`src/rtl/lane_combat_engine.sv`:
```
// Game-logic core for the lawn: per-lane zombie and pea positions, hit points, collisions,
// kill count and the IDLE/RUN/WIN/LOSE level FSM, with a valid/ready fire request port.
module lane_combat_engine #(
  parameter int unsigned NUM_LANES     = 5,
  parameter int unsigned PEAS_PER_LANE = 4,
  parameter int unsigned ZOMBIE_HP     = 5,
  parameter int unsigned TICK_DIV      = 500000,
  parameter int unsigned ZOMBIE_STEP   = 1,
  parameter int unsigned PEA_STEP      = 4,
  parameter int unsigned SPAWN_X       = 799,
  parameter int unsigned PEA_SPAWN_X   = 160,
  parameter int unsigned SCREEN_W      = 800,
  localparam int unsigned LANE_W       = (NUM_LANES > 1) ? $clog2(NUM_LANES) : 1
) (
  input  logic                                    clk,
  input  logic                                    reset,
  input  logic                                    start,
  input  logic                                    fire_valid,
  input  logic [LANE_W-1:0]                       fire_lane,
  output logic                                    fire_ready,
  output logic [10*NUM_LANES-1:0]                 zombie_x,
  output logic [NUM_LANES-1:0]                    zombie_alive,
  output logic [10*NUM_LANES*PEAS_PER_LANE-1:0]   pea_x,
  output logic [NUM_LANES*PEAS_PER_LANE-1:0]      pea_valid,
  output logic [15:0]                             zombies_killed,
  output logic [1:0]                              game_state
);

  localparam int unsigned NumPeas = NUM_LANES * PEAS_PER_LANE;
  localparam int unsigned IdxW    = (NumPeas > 1) ? $clog2(NumPeas) : 1;
  localparam int unsigned CntW    = $clog2(TICK_DIV);

  localparam logic [CntW-1:0] TickLast  = CntW'(TICK_DIV - 1);
  localparam logic [9:0]      SpawnX    = 10'(SPAWN_X);
  localparam logic [9:0]      PeaSpawnX = 10'(PEA_SPAWN_X);
  localparam logic [9:0]      ZStep     = 10'(ZOMBIE_STEP);
  localparam logic [10:0]     PStep     = 11'(PEA_STEP);
  localparam logic [10:0]     ScreenW   = 11'(SCREEN_W);
  localparam logic [3:0]      HpInit    = 4'(ZOMBIE_HP);

  typedef enum logic [1:0] {
    StIdle = 2'b00,
    StRun  = 2'b01,
    StWin  = 2'b10,
    StLose = 2'b11
  } state_e;

  state_e              state_q, state_d;
  logic [CntW-1:0]     cnt_q, cnt_d;
  logic [9:0]          zx_q [NUM_LANES];
  logic [9:0]          zx_d [NUM_LANES];
  logic [3:0]          hp_q [NUM_LANES];
  logic [3:0]          hp_d [NUM_LANES];
  logic [NUM_LANES-1:0] alive_q, alive_d;
  logic [9:0]          px_q [NumPeas];
  logic [9:0]          px_d [NumPeas];
  logic [NumPeas-1:0]  pv_q, pv_d;
  logic [15:0]         kills_q, kills_d;

  logic                lane_ok;
  logic [NUM_LANES-1:0] lane_free;
  logic [IdxW-1:0]     lane_slot [NUM_LANES];
  logic [IdxW-1:0]     fire_idx;

  logic                tick;
  logic                lose;
  logic [9:0]          z_new;
  logic [10:0]         p_new;
  logic [3:0]          hits;

  // Lowest free slot per lane, from the registered occupancy only.
  always_comb begin
    for (int l = 0; l < int'(NUM_LANES); l++) begin
      lane_free[l] = 1'b0;
      lane_slot[l] = '0;
      for (int s = int'(PEAS_PER_LANE) - 1; s >= 0; s--) begin
        if (!pv_q[l*int'(PEAS_PER_LANE)+s]) begin
          lane_free[l] = 1'b1;
          lane_slot[l] = IdxW'(l*int'(PEAS_PER_LANE)+s);
        end
      end
    end
    lane_ok    = 32'(fire_lane) < NUM_LANES;
    fire_ready = (state_q == StRun) && lane_ok && lane_free[fire_lane];
    fire_idx   = lane_slot[fire_lane];
  end

  always_comb begin
    state_d = state_q;
    cnt_d   = cnt_q;
    zx_d    = zx_q;
    hp_d    = hp_q;
    alive_d = alive_q;
    px_d    = px_q;
    pv_d    = pv_q;
    kills_d = kills_q;
    tick    = 1'b0;
    lose    = 1'b0;
    z_new   = '0;
    p_new   = '0;
    hits    = '0;

    case (state_q)
      StIdle, StWin, StLose: begin
        if (start) begin
          state_d = StRun;
          cnt_d   = '0;
          alive_d = '1;
          pv_d    = '0;
          kills_d = '0;
          for (int l = 0; l < int'(NUM_LANES); l++) begin
            zx_d[l] = SpawnX;
            hp_d[l] = HpInit;
          end
          for (int p = 0; p < int'(NumPeas); p++) px_d[p] = '0;
        end
      end
      StRun: begin
        tick  = (cnt_q == TickLast);
        cnt_d = tick ? '0 : cnt_q + 1'b1;
        if (tick) begin
          for (int l = 0; l < int'(NUM_LANES); l++) begin
            z_new = (zx_q[l] >= ZStep) ? zx_q[l] - ZStep : '0;
            if (alive_q[l]) zx_d[l] = z_new;
            hits = '0;
            for (int s = 0; s < int'(PEAS_PER_LANE); s++) begin
              if (pv_q[l*int'(PEAS_PER_LANE)+s]) begin
                p_new = {1'b0, px_q[l*int'(PEAS_PER_LANE)+s]} + PStep;
                if (p_new >= ScreenW) begin
                  pv_d[l*int'(PEAS_PER_LANE)+s] = 1'b0;
                  px_d[l*int'(PEAS_PER_LANE)+s] = '0;
                end else if (alive_q[l] && (p_new >= {1'b0, z_new})) begin
                  // Every pea reaching the zombie this tick is consumed and lands a hit.
                  pv_d[l*int'(PEAS_PER_LANE)+s] = 1'b0;
                  px_d[l*int'(PEAS_PER_LANE)+s] = '0;
                  hits = hits + 4'd1;
                end else begin
                  px_d[l*int'(PEAS_PER_LANE)+s] = p_new[9:0];
                end
              end
            end
            if (alive_q[l]) begin
              if (z_new == '0) lose = 1'b1;
              if ((hits != '0) && (hits >= hp_q[l])) begin
                hp_d[l]    = '0;
                alive_d[l] = 1'b0;
                if (kills_d != 16'hFFFF) kills_d = kills_d + 16'd1;
              end else begin
                hp_d[l] = hp_q[l] - hits;
              end
            end
          end
          // A zombie at the house beats a simultaneous clear of the lawn.
          if (lose) begin
            state_d = StLose;
          end else if (alive_d == '0) begin
            state_d = StWin;
          end
        end
        // The chosen slot is free in the registered state, so the tick logic never touched it.
        if (fire_valid && fire_ready) begin
          pv_d[fire_idx] = 1'b1;
          px_d[fire_idx] = PeaSpawnX;
        end
      end
      default: state_d = StIdle;
    endcase
  end

  always_ff @(posedge clk or negedge reset) begin
    if (!reset) begin
      state_q <= StIdle;
      cnt_q   <= '0;
      alive_q <= '0;
      pv_q    <= '0;
      kills_q <= '0;
      for (int l = 0; l < int'(NUM_LANES); l++) begin
        zx_q[l] <= SpawnX;
        hp_q[l] <= HpInit;
      end
      for (int p = 0; p < int'(NumPeas); p++) px_q[p] <= '0;
    end else begin
      state_q <= state_d;
      cnt_q   <= cnt_d;
      alive_q <= alive_d;
      pv_q    <= pv_d;
      kills_q <= kills_d;
      zx_q    <= zx_d;
      hp_q    <= hp_d;
      px_q    <= px_d;
    end
  end

  always_comb begin
    zombie_x = '0;
    pea_x    = '0;
    for (int l = 0; l < int'(NUM_LANES); l++) zombie_x[10*l +: 10] = zx_q[l];
    for (int p = 0; p < int'(NumPeas); p++) pea_x[10*p +: 10] = px_q[p];
    zombie_alive   = alive_q;
    pea_valid      = pv_q;
    zombies_killed = kills_q;
    game_state     = state_q;
  end

endmodule
```
`config.mk`:
```
export PLATFORM = sky130hd
export DESIGN_NAME = lane_combat_engine
export DESIGN_NICKNAME = d
export VERILOG_FILES = /design/src/rtl/lane_combat_engine.sv
export SDC_FILE = /design/constraint.sdc
export NUM_CORES = 1
export LEC_CHECK = 0
export CAP_MARGIN = 25
export CORE_ASPECT_RATIO = 2
export CORE_UTILIZATION = 55
export DETAILED_ROUTE_END_ITERATION = 10
export PLACE_DENSITY_LB_ADDON = 0.1
export SKIP_CTS_REPAIR_TIMING = 1
export SLEW_MARGIN = 20
export SYNTH_ARGS = -nofsm -noshare
export SYNTH_HDL_FRONTEND = slang
export SYNTH_SLANG_ARGS = --single-unit
```
`constraint.sdc`:
```
create_clock -name clk -period 31.3 [get_ports clk]
set_input_delay 3.13 -clock clk [delete_from_list [all_inputs] [get_ports clk]]
set_output_delay 3.13 -clock clk [all_outputs]
set_load 0.02 [all_outputs]
```
; After elaboration in Yosys (flattened, before gate mapping)
; Index checks and enable logic that the tools add are counted.
[word_totals]
output_inout_bits = 294
ram_bits = 0
word_cells = 592
latch_bits = 0
regBits = 332
rom_bits = 0
memories = 0
in_bits = 7
[op_classes]
n_bitwise = 6
reduce_logical = 50
n_mux = 376
order_cmp = 57
eq_ne = 17
n_div = 0
n_shift = 0
n_addsub = 51
multipliers = 0
[op_table]
columns = op, n
row1 = 200-bit two-way mux, 4
row2 = 10-bit two-way mux, 71
row3 = 16-bit two-way mux, 25
row4 = 200-bit one-hot mux with 2 select lines, 1
row5 = 4-bit two-way mux, 97
row6 = 10-bit by 3-bit adder with 11-bit output (second input constant), 20
row7 = 11-bit by 10-bit >= comparator with 1-bit output, 20
row8 = 11-bit by 10-bit >= comparator with 1-bit output (second input constant), 20
row9 = 160-bit bitwise AND, 1
row10 = 160-bit NOT, 1
row11 = 1-bit two-way mux, 131
row12 = 20-bit two-way mux, 6
row13 = 5-bit two-way mux, 20
row14 = 50-bit two-way mux, 2
row15 = 50-bit one-hot mux with 2 select lines, 1
row16 = 16-bit by 1-bit adder with 16-bit output (second input constant), 5
row17 = 16-bit inequality test (second input constant), 5
row18 = 20-bit one-hot mux with 2 select lines, 2
row19 = 4-bit by 1-bit adder with 4-bit output (second input constant), 15
row20 = 10-bit demux with 5-bit select, 1
row21 = 10-bit by 1-bit >= comparator with 1-bit output (second input constant), 5
row22 = 10-bit zero test, 5
row23 = 10-bit by 1-bit subtractor with 10-bit output (second input constant), 5
row24 = 40-bit bitwise OR, 1
row25 = 36 further kinds, 93

; Logic depth before layout (Yosys ltp)
[depth]
ltp_word = 57
ltp_mapped = 69
ltp_nobuf = 66

; Worst setup path before layout
; OpenSTA, ideal clock, no wires.
[synth_path]
kind = flip-flop to flip-flop
startpoint = register zx_q, in the netlist zombie_x[0]
endpoint = register kills_q[14], in the netlist zombies_killed[14]
required_ps = 31182
arrival_ps = 12609
period_less_slack_ps = 12727
slack_ps = 18573
setup_ps = 118
path_buffers = 3
stages_incl_launch_ff = 67
cell_sequence = dfstp_2 -> inv_1 -> ha_1 -> nor3b_1 -> nand3_1 -> nand2_1 -> inv_1 -> ha_1 -> nand2b_1 -> a21oi_1 -> nor2b_1 -> o21ai_0 -> nand2b_1 -> a21oi_1 -> nor2b_1 -> o21ai_0 -> nand2b_1 -> a21oi_1 -> [31 not listed] -> inv_1 -> nor3_2 -> a31oi_2 -> mux2_2 -> ha_1 -> buf_1 -> nand2b_1 -> a31o_1 -> or2_2 -> o31ai_4 -> xnor2_1 -> ha_1 -> o31a_1 -> nor4b_4 -> nand3_2 -> or4_1 -> nand3_1 -> nand2_1
[synth_between]
elab_chain_len = 57
elab_cells_between_ends = 69
classes_between = 8 x add/sub / 6 x order compare / 4 x eq/ne / 45 x mux / 6 x reduce/logical
[synth_rtl]
columns = item, line_no
row1 = from (decl), 50  ; logic [9:0] zx_q [NUM_LANES];
row2 = "from (signal, indexed assignment)", 178  ; zx_q[l] <= SpawnX;
row3 = from (signal assigned), 188  ; zx_q <= zx_d;
row4 = 10-bit by 1-bit subtractor with 10-bit output / 10-bit by 1-bit >= comparator with 1-bit output (equally long branches), 123  ; z_new = (zx_q[l] >= ZStep) ? zx_q[l] - ZStep : '0;
row5 = 10-bit two-way mux *, 123
row6 = 11-bit by 10-bit >= comparator with 1-bit output, 132  ; end else if (alive_q[l] && (p_new >= {1'b0, z_new})) begin
row7 = 1-bit logical AND, 132
row8 = 1-bit two-way mux, 132
row9 = 1-bit two-way mux, 129  ; if (p_new >= ScreenW) begin
row10 = 1-bit two-way mux, 127  ; if (pv_q[l*int'(PEAS_PER_LANE)+s]) begin
row11 = 4-bit two-way mux, 121  ; if (tick) begin
row12 = [41 not listed], --
row13 = 16-bit two-way mux *, 121
row14 = 16-bit two-way mux *, 103  ; case (state_q)
row15 = 16-bit by 1-bit adder with 16-bit output / 16-bit inequality test (equally long branches), 147  ; if (kills_d != 16'hFFFF) kills_d = kills_d + 16'd1;
row16 = 16-bit two-way mux, 147
row17 = 16-bit two-way mux, 144  ; if ((hits != '0) && (hits >= hp_q[l])) begin
row18 = 16-bit two-way mux *, 142  ; if (alive_q[l]) begin
row19 = 16-bit two-way mux *, 121
row20 = 16-bit one-hot mux with 2 select lines *, 103
row21 = to (signal assigned), 187  ; kills_q <= kills_d;
row22 = to (decl), 58  ; logic [15:0] kills_q, kills_d;
; Mark *: on every way between the ends. The rest lies on a longest branch, timed or not. The select of a mux whose other input is x is not followed.
; A chain may end at the register's enable or synchronous reset.

; Worst setup path in the final report
; Same ends and word-level chain as after synthesis.

==> impl_metrics.json <==
{
  "crit_fanout": 14,
  "cts_tree": "yes",
  "die_width_microns": 165,
  "dr_wl_met3_mm": 7.98,
  "wire_per_inst_microns": 23.8,
  "top_layer_used": "met5",
  "synthesis.area_sq_um": 29200,
  "power_density_nw_per_um2": 38.6,
  "htreeDepth": 2,
  "design.core.area_sq_um": 52600,
  "antenna_found_initial": 1,
  "ioPinCount": 301,
  "sequentialPowerShare_pct": 39.5,
  "p_sw_share_pct": 37.1,
  "cts_made_buffers": 36,
  "slowest_delay_ps": 560,
  "rsz0062_at_grt": "false",
  "cp-end-kind": "register",
  "drc": 0,
  "cp_top_family": "simple AND/OR/NAND/NOR gates",
  "clock_skew_ps": 22.0,
  "min_path_type": "reg -> reg",
  "fmax_mhz": 67.5,
  "placementRows": 119,
  "synth_edf_count": 0,
  "cp_slowest_cell": "or4_1",
  "initial_core_util_pct": 55.6,
  "finalSetupViolCount": 0,
  "crit_top_cell": "ha_1",
  "route.met2.wl_mm": 53.1,
  "required_ps": 31750,
  "power.total_mw": 1.32,
  "final_nets": 4130,
  "clock-root-buffer": "clkbuf_16",
  "power.share.clock_pct": 34.3,
  "dp_slack_ps": 16640,
  "pwr-share-comb_pct": 26.2,
  "power_leakage_nw": 15.4,
  "gp_congestion": 1.06,
  "netlist_instances": 3585,
  "clock_latency_ps": 570,
  "final_cells": 4519,
  "crit_path_start_kind": "register",
  "die_h_microns": 328,
  "p_int_mw": 0.828,
  "cts_buffer_depth": 3,
  "async_flop_share_pct": 100,
  "viasPerCell": 6.60,
  "cts.sinks": 332,
  "routed_wl_mm": 108,
  "hpwl_mm": 82.4,
  "syn_nets": 3888,
  "grt_pass1_wl_mm": 164,
  "tns_ps": 0,
  "min_period_ps": 14810,
  "met1Wirelength_mm": 36.8,
  "ys_types": 113,
  "track_usage_pct": 39.4,
  "antenna_cells": 0,
  "arrival_ps": 15260,
  "slew_violations": 0,
  "dp.cells": 4452,
  "fin_crit_sh_pct": 47.3,
  "drv_cap": 0,
  "drt_iter0_markers": 2342,
  "num_vias": 29829,
  "mostFrequentLayoutCells": "nand2_1 (416), o21ai_0 (332), clkdlybuf4s50_1 (299)",
  "relSlewSlack_pct": 35.1,
  "layout_commonest_cell": "nand2_1",
  "hold_viol": 0,
  "status": "finished clean",
  "post-route-util_pct": 64.9,
  "ant_nets": 0,
  "drive_gt1_share_pct": 6.49,
  "avgSynthCellArea_sq_um": 8.15,
  "grt_max_degree": 88,
  "worst_slew_pin_slew_ps": 964,
  "worst_slack_ps": 16490,
  "area.growth.synth_to_final_pct": 16.6,
  "numPortBuffers": 300,
  "ys.flop_type": "dfrtp_1",
  "firstDrtPassIters": 9,
  "grt_pass1_vias": 29818,
  "path_clk_slew_ps": 70,
  "criticalPathCategory": "reg -> reg",
  "grt-ovfl-total": 0,
  "yosysSeqAreaShare_pct": 28.6,
  "peakVddDrop_mv": 0.0535,
  "ys_warn_count": 0,
  "die_area_sq_um": 54100,
  "p_switching_mw": 0.489,
  "ys_ff_latch": 332,
  "critPathBufInv": 7
}
power by group through the flow:
stage / registers (mW) / logic [mW] / clock network (mW)
after floorplan: 0.524 / 0.182 / 0
after global placement: 0.523 / 0.329 / 0
after detailed placement: 0.525 / 0.338 / 0
after CTS: 0.518 / 0.340 / 0.459
after global routing: 0.524 / 0.373 / 0.470
final: 0.520 / 0.345 / 0.452
cell type report:
| class | instances | area [sq um] |
|---|---|---|
| repair buffers | 339 | 3320 |
| clock buffers | 47 | 1010 |
| flip-flops and latches | 332 | 8360 |
| clock inverters | 18 | 194 |
| fillers | 4533 | 18500 |
| well taps | 665 | 832 |
| multi-input cells | 2956 | 19800 |
| inverters | 162 | 608 |
metrics by stage:
stage,instance area [sq um],hold WS [ps]
6_report,34100,516
5_1_grt,34100,535
4_1_cts,34100,514
3_5_place_dp,32800,495
3_3_place_gp,32800,478
2_1_floorplan,29200,467
synthesized netlist by cell type (11+ instances only):
cell type  number  share of area [%]
nor4_1         26               0.56
mux2_2         16               0.62
or4_1          12               0.31
o31ai_1        52                1.3
nor2b_1        46               0.98
o31a_1         12               0.36
a32o_1         22               0.75
o21ai_1        15               0.26
a31oi_1        40               0.86
nand3_1       202                3.5
a211oi_1       21               0.54
and2_1         44               0.94
mux2i_1        20               0.68
nand2b_1       80                1.7
dfrtp_1       287                 25
o22ai_1        12               0.26
a21oi_1       201                3.4
inv_1         162                2.1
o21a_1         21               0.54
nor2_1        231                3.0
xor2_1        106                3.2
dfstp_2        45                4.0
clkbuf_1      109                1.4
a211o_1        11               0.33
a221oi_1       13               0.39
or3_1          17               0.36
xnor2_1       123                3.7
nand2_1       417                5.4
or2_2          20               0.43
nor3_1         99                1.7
ha_1          291                 12
o211ai_1       24               0.62
o21ai_0       332                5.7
and4_1         15               0.45
a22o_1         22               0.66
and3_1         73                1.6
a21o_1         65                1.7
nand4_1        48                1.0
flip-flops by register name (all words and copies together), names as in the netlist:
| signal | cells |
|---|---|
| game_state | 2 |
| zombie_alive | 5 |
| pea_x | 200 |
| hp_q | 20 |
| cnt_q | 19 |
| pea_valid | 20 |
| zombie_x | 50 |
| zombies_killed | 16 |
tightest hold or removal path, cell delays in order, from the launching register on:
cell and delay (ps):
dfrtp_1 360, nand3_1 70, nand2_1 60
layer usage:
layer  GRT usage (%)  vias up
met1            40.3    14264
met2            68.2     1509
met4            32.7        2
met5               0        -
li1                -    13559
met3            7.46      495
final timing paths:
kind / start / slack, ps / to / depth (start not counted)
max: zombie_x[0] / 16490 / zombies_killed[14] / 65
min: hp_q[7] / 520 / hp_q[7] / 2
max reg2reg: zombie_x[0] / 16490 / zombies_killed[14] / 65
min reg2reg: hp_q[7] / 520 / hp_q[7] / 2
max in group asynchronous: reset / 26780 / pea_x[95] / 3
min in group asynchronous: reset / 2550 / pea_x[73] / 1
logic make-up (layout without fill, tap and decap cells):
kind of cell             count (synthesis)  in the layout  share of synthesized area [%]
buffers and inverters                  297            566                           3.96
flip-flops                             332            332                           28.6
adder cells (fa/ha/maj)                296            296                           12.8
XOR/XNOR                               230            230                           6.92
multiplexers                            41             41                           1.57
AO/OA/AOI/OAI                         1004           1004                           22.5
AND/OR/NAND/NOR                       1385           1385                           23.6
(Power assumes the default switching activity.)
